$ cat src/rtl/simpleton_pkg.sv
`default_nettype none
// +--------------------------------------------------------------------+
// | simpleton_pkg: shared state codes and default widths for the       |
// | Simpleton memory arbiter.                        Rev 1.0           |
// +--------------------------------------------------------------------+
package simpleton_pkg;

  typedef enum logic [1:0] {
    ARB_IDLE = 2'b00,
    ARB_CPU  = 2'b01,
    ARB_DBG  = 2'b10
  } arb_state_t;

  localparam int AW_DEF         = 8;
  localparam int DW_DEF         = 8;
  localparam int STARVE_MAX_DEF = 4;

endpackage
`default_nettype wire

$ cat src/rtl/simpleton_starve_cnt.sv
`default_nettype none
// +--------------------------------------------------------------------+
// | simpleton_starve_cnt: 4-bit saturating counter of CPU cycles spent |
// | while the debug port waits.                      Rev 1.0           |
// +--------------------------------------------------------------------+
module simpleton_starve_cnt #(
  parameter int MAX = 4
) (
  input  logic clk,
  input  logic rst,
  input  logic clear,
  input  logic inc,
  output logic at_max
);

  logic [3:0] cnt;

  // Clear wins over increment; the count parks at MAX until cleared.
  always_ff @(posedge clk or negedge rst) begin
    if (!rst) begin
      cnt <= 4'd0;
    end else if (clear) begin
      cnt <= 4'd0;
    end else if (inc && !at_max) begin
      cnt <= cnt + 4'd1;
    end
  end

  assign at_max = (cnt == 4'(MAX));

endmodule
`default_nettype wire

$ cat src/rtl/simpleton_mem_arbiter.sv
`default_nettype none
// +--------------------------------------------------------------------+
// | simpleton_mem_arbiter: CPU/debug memory arbiter with CPU priority, |
// | lock and bounded debug starvation.               Rev 1.0           |
// +--------------------------------------------------------------------+
module simpleton_mem_arbiter
  import simpleton_pkg::*;
#(
  parameter int AW         = AW_DEF,
  parameter int DW         = DW_DEF,
  parameter int STARVE_MAX = STARVE_MAX_DEF
) (
  input  logic          clk,
  input  logic          rst,
  input  logic          cpu_req,
  input  logic          cpu_lock,
  input  logic          cpu_we,
  input  logic [AW-1:0] cpu_addr,
  input  logic [DW-1:0] cpu_wdata,
  output logic          cpu_gnt,
  output logic [DW-1:0] cpu_rdata,
  input  logic          dbg_req,
  input  logic          dbg_we,
  input  logic [AW-1:0] dbg_addr,
  input  logic [DW-1:0] dbg_wdata,
  output logic          dbg_gnt,
  output logic [DW-1:0] dbg_rdata,
  output logic          dbg_valid,
  output logic [AW-1:0] mem_addr,
  output logic          mem_we,
  output logic [DW-1:0] mem_wdata,
  input  logic [DW-1:0] mem_rdata,
  output logic [1:0]    owner
);

  arb_state_t state;
  arb_state_t next_state;
  logic       at_max;
  logic       cnt_clear;
  logic       cnt_inc;

  // The unused code 11 falls into the default arm and behaves as IDLE.
  always_comb begin
    next_state = ARB_IDLE;
    case (state)
      ARB_CPU: begin
        if (cpu_lock)                          next_state = ARB_CPU;
        else if (dbg_req && (at_max || !cpu_req)) next_state = ARB_DBG;
        else if (cpu_req)                      next_state = ARB_CPU;
        else                                   next_state = ARB_IDLE;
      end
      default: begin
        if (cpu_req)      next_state = ARB_CPU;
        else if (dbg_req) next_state = ARB_DBG;
        else              next_state = ARB_IDLE;
      end
    endcase
  end

  always_ff @(posedge clk or negedge rst) begin
    if (!rst) begin
      state <= ARB_IDLE;
    end else begin
      state <= next_state;
    end
  end

  assign cnt_clear = !dbg_req || (next_state == ARB_DBG);
  assign cnt_inc   = (state == ARB_CPU);

  simpleton_starve_cnt #(
    .MAX (STARVE_MAX)
  ) u_starve_cnt (
    .clk    (clk),
    .rst    (rst),
    .clear  (cnt_clear),
    .inc    (cnt_inc),
    .at_max (at_max)
  );

  assign cpu_gnt   = (state == ARB_CPU);
  assign dbg_gnt   = (state == ARB_DBG);
  assign owner     = state;
  assign cpu_rdata = cpu_gnt ? mem_rdata : '0;

  // A dropped request must never reach the memory as a write.
  always_comb begin
    mem_addr  = '0;
    mem_wdata = '0;
    mem_we    = 1'b0;
    case (state)
      ARB_CPU: begin
        mem_addr  = cpu_addr;
        mem_wdata = cpu_wdata;
        mem_we    = cpu_we && cpu_req;
      end
      ARB_DBG: begin
        mem_addr  = dbg_addr;
        mem_wdata = dbg_wdata;
        mem_we    = dbg_we && dbg_req;
      end
      default: begin
        mem_addr  = '0;
        mem_wdata = '0;
        mem_we    = 1'b0;
      end
    endcase
  end

  always_ff @(posedge clk or negedge rst) begin
    if (!rst) begin
      dbg_rdata <= '0;
      dbg_valid <= 1'b0;
    end else begin
      dbg_valid <= dbg_gnt && dbg_req;
      if (dbg_gnt && dbg_req && !dbg_we) begin
        dbg_rdata <= mem_rdata;
      end
    end
  end

endmodule
`default_nettype wire

$ cat config.mk
export PLATFORM = sky130hd
export DESIGN_NAME = simpleton_mem_arbiter
export DESIGN_NICKNAME = d
export VERILOG_FILES = /design/src/rtl/simpleton_pkg.sv /design/src/rtl/simpleton_starve_cnt.sv /design/src/rtl/simpleton_mem_arbiter.sv
export SDC_FILE = /design/constraint.sdc
export NUM_CORES = 1
export LEC_CHECK = 0
export ABC_AREA = 1
export CAP_MARGIN = 25
export CORE_ASPECT_RATIO = 0.6
export CORE_MARGIN = 4
export CORE_UTILIZATION = 36
export DETAILED_ROUTE_END_ITERATION = 7
export PLACE_DENSITY = 0.95
export SLEW_MARGIN = 20
export SYNTH_ARGS = -nofsm -noshare
export SYNTH_HDL_FRONTEND = slang
export SYNTH_SLANG_ARGS = --single-unit
$ cat constraint.sdc
create_clock -name clk -period 4.02 [get_ports clk]
set_clock_uncertainty 0.1 [all_clocks]
set_input_delay 1.005 -clock clk [delete_from_list [all_inputs] [get_ports clk]]
set_output_delay 1.005 -clock clk [all_outputs]
set_load 0.01 [all_outputs]
; ---- Yosys cells after proc, flatten, opt, wreduce, memory -nomap -nowiden
; Index checks and enable logic that the tools add are counted.
[word_totals]
regBits = 15
wordCells = 34
input_bits = 47
[classes]
muxes = 12
add_sub_neg = 1
eq_ne = 4
n_reduce_logical = 13
[op_table]
columns = cell, count
row1 = 8-bit one-hot mux with 2 select lines, 2
row2 = 2-bit 2-to-1 mux, 5
row3 = 4-bit 2-to-1 mux, 2
row4 = 8-bit 2-to-1 mux, 1
row5 = 1-bit logical AND, 6
row6 = 4-bit by 1-bit adder with 4-bit output (second input constant), 1
row7 = 2-bit equality test (second input constant), 2
row8 = 4-bit by 3-bit equality test with 1-bit output (second input constant), 1
row9 = 1-bit zero test, 4
row10 = 2-bit by 1-bit equality test with 1-bit output (second input constant), 1
row11 = 1-bit logical OR, 2
row12 = 1-bit one-hot mux with 2 select lines, 1
row13 = 2-bit nonzero test, 1
row14 = 1-bit 2-to-1 mux, 1

; ---- Logic depth before layout (Yosys ltp)
[depth]
ltp_word = 9
ltp_mapped = 8
ltp_nobuf = 8

; ---- Cells and area by module
; A second synthesis with hierarchy kept.
[hier_totals]
cells_unflattened = 160
area_unflattened_um2 = 1078.5
[by_module_without_submodules]
columns = mod, instances, area_each_um2, cells_each
row1 = simpleton_mem_arbiter, 1, 825.8, 128
row2 = simpleton_starve_cnt, 1, 252.7, 32

; ---- Worst setup path before layout
; No wires, ideal clock.
[synth_timing]
path_type = in2out
start = input dbg_req
end = output mem_we
t_arrival_ns = 1.365
n_path_buf = 0
cell_stages = 4
path_slack_ns = 1.550
required_ns = 2.915
cell_sequence = nand2_4 > inv_6 > nand2_1 > a21oi_1
[synth_between]
elab_chain_len = 2
[synth_lines]
columns = element, line
row1 = from (decl), simpleton_mem_arbiter.sv:22  ; input logic dbg_req,
row2 = 1-bit logical AND, simpleton_mem_arbiter.sv:100  ; mem_we = dbg_we && dbg_req;
row3 = 1-bit one-hot mux with 2 select lines, simpleton_mem_arbiter.sv:91  ; case (state)
row4 = to (decl), simpleton_mem_arbiter.sv:30  ; output logic mem_we,
; Every way passes these cells.

; ---- Worst setup path in the final report
; Same ends and word-level chain as after synthesis.

==> metrics.md <==
| Metric | Value |
|---|---|
| CTS-repair resized insts | 0 |
| DR iter-0 viols | 47 |
| Core outline area | 2870 µm² |
| Worst-path clk slew | 0.07 ns |
| Yosys reg bits | 15 |
| Top-level I/O count | 85 |
| Setup crit end kind | output pin |
| Largest net degree at the start of global routing | 21 |
| Total Die Area | 3960 µm² |
| CP max FO | 3 |
| Fraction of the cycle the final worst path needs | 89.9% |
| Finished Cell Area | 1980 µm² |
| Fraction of registers with async set/reset | 100% |
| Critical Path RT | 2.91 ns |
| Filler Cell Count | 239 |
| Max Fclk | 0.277 GHz |
| Share of the synthesized area in the top cell type | 34.8% |
| Top FF cell, synth | dfrtp_1 |
| RSZ-0062 raised after global routing | no |
| Synthesized instance count | 142 |
| Area grow syn2layout | 84.2% |
| GR Overflow Total | 0 |
| Critical Path Start Type | input pin |
| HPWL after DPL | 2.89 mm |
| Total CTS buffers | 3 |
| Fin nets | 276 |
| Slew @ Worst Pin | 0.718 ns |
| Max clock buf depth | 2 |
| Status | complete, no violations |
| Leakage | 0.921 nW |
| Die Height | 50.4 µm |
| Final hold vios | 0 |
| TNS Setup | 0 ns |
| Setup violations, final | 0 |
| Worst vdd ir | 0.000255 V |
| Clock root buffer | clkbuf_8 |
| Max-slew violations | 0 |
| Initial antenna violation count | 0 |
| DRC | 0 |
| Layout cell share with drive strength beyond 1 | 8.04% |
| DRT Pass-1 Iters | 5 |
| Routed WL per cell | 13.5 µm |
| Starting density of the core | 37.5% |
| Htree depth | 1 |
| Synth Net Count | 193 |
| Most frequent cell after synthesis | nand2_1 |
| WS Path Type | input pin to output pin |
| Post-synthesis sequential area ratio | 34.8% |
| Number of inserted diodes | 0 |
| Worst path arrival time | 2.51 ns |
| Routability cong. | 0.780 |
| CTS tree | yes |
| Post-CTS Setup Inserts | 0 |
| Vias in the first global route | 1244 |
| Routed WL | 3.59 mm |
| Count of cell types in the netlist | 20 |
| Mapped Avg Cell Area | 7.59 µm² |
| Most frequent cells after synthesis | nand2_1 (53), a21oi_1 (20), inv_1 (17), dfrtp_1 (15), mux2_4 (8) |
| Max Cap Viol | 0 |
| Total GRT Usage | 18.7% |
| Port-buffer cells | 84 |
| Worst rel slew slack | 52.0% |
| Mapped Area | 1080 µm² |
| Clock Sinks | 15 |
| Row count | 15 |
| Area post-placement | 1940 µm² |
| Area leader, netlist | dfrtp_1 |
| DR vias/cell | 4.54 |
| Hold crit path type | flop to flop |
| Via count | 1207 |
| Top post-synthesis cells by area | dfrtp_1 (35%), nand2_1 (18%), mux2_4 (11%) |
| Power per Cell Area | 325 nW/µm² |
| Chip width | 78.6 µm |
| First-pass GRT wire length | 5.79 mm |
| Fin crit period | 3.61 ns |
| YS warnings | 0 |
| Hold Buf Count CTS | 0 |
| Clk_lat worst skew | 0.26 ns |
| EDFF count, synth | 0 |
| ANT nets after route | 0 |
==> final cells by class <==
cell class / count / area [µm²] / area share [%]
tap: 42 / 52.6 / 2.65
timing repair buffer: 85 / 848 / 42.7
sequential: 15 / 375 / 18.9
multi-input combinational: 102 / 587 / 29.6
clock buffer: 3 / 41.3 / 2.08
clock inverter: 1 / 7.51 / 0.378
inverter: 18 / 72.6 / 3.66
==> state kept, by name, summed over array words and instances (netlist names) <==
| register | count |
|---|---|
| owner | 2 |
| dbg_valid | 1 |
| dbg_rdata | 8 |
| u_starve_cnt.cnt | 4 |
==> worst max-delay path, stage by stage <==
cell and delay, ns:
clkdlybuf4s50_1 0.57, nand2_4 0.09, inv_6 0.11, nand2_1 0.05
a21oi_1 0.12, clkdlybuf4s50_1 0.57
==> per-stage QoR <==
step	cells	total power, mW	utilization, %	hold WS, ns	worst slack (ns)
after global routing	266	0.678	69.1	0.438	0.355
after CTS	266	0.647	69.1	0.423	0.404
final	266	0.644	69.1	0.425	0.407
after global placement	262	0.507	67.4	0.397	0.439
after floorplan	142	0.334	-	0.440	1.55
after detailed placement	262	0.515	67.4	0.394	0.415
==> path summary, 6_finish.rpt <==
check | from | to | slack (ns) | cells after the start
worst max-delay path | dbg_req | mem_we | 0.41 | 6
worst min-delay path | dbg_rdata[6]$_DFFE_PN0P_ | dbg_rdata[6]$_DFFE_PN0P_ | 0.43 | 1
worst max register to register | owner[1]$_DFF_PN0_ | u_starve_cnt.cnt[1]$_DFFE_PN0P_ | 1.88 | 8
worst min register to register | dbg_rdata[6]$_DFFE_PN0P_ | dbg_rdata[6]$_DFFE_PN0P_ | 0.43 | 1
max in group asynchronous | rst | u_starve_cnt.cnt[2]$_DFFE_PN0P_ | 2.29 | 1
min in group asynchronous | rst | dbg_rdata[6]$_DFFE_PN0P_ | 1.07 | 1
==> routing by layer <==
metal  part of all wire (%)  routed length [µm]  GRT usage (%)
met5                      0                   0              0
met4                   0.17                   6           1.74
met3                    9.1                 327           7.71
met2                     46                1660           30.3
met1                     44                1590           24.3
==> cell families (layout without fill, tap and decap cells) <==
logic type / count (synthesis) / count (layout) / share of synthesized area [%]
fa+ha+maj: 4 / 4 / 4.65
flops: 15 / 15 / 34.8
simple gates: 68 / 68 / 27.9
xor+xnor: 1 / 1 / 0.813
mux: 8 / 8 / 11.2
buf+inv: 25 / 107 / 10.7
compound gates: 21 / 21 / 9.99
==> layout by cell type, fill, tap and decap left out, types with 2 or more instances in the layout <==
cell type and count:
a21oi_1 20, clkbuf_8 3, clkdlybuf4s50_1 84, dfrtp_1 15, ha_1 4, inv_1 17
mux2_4 8, nand2_1 53, nand3_1 3, nand4_1 2, nor2_1 6
==> power breakdown <==
part / switching, mW / total [mW] / internal [mW]
Sequential: 0.0218 / 0.203 / 0.181
Combinational: 0.123 / 0.310 / 0.187
Clock: 0.0618 / 0.132 / 0.0699
Total: 0.206 / 0.644 / 0.438
(Power assumes the default switching activity.)
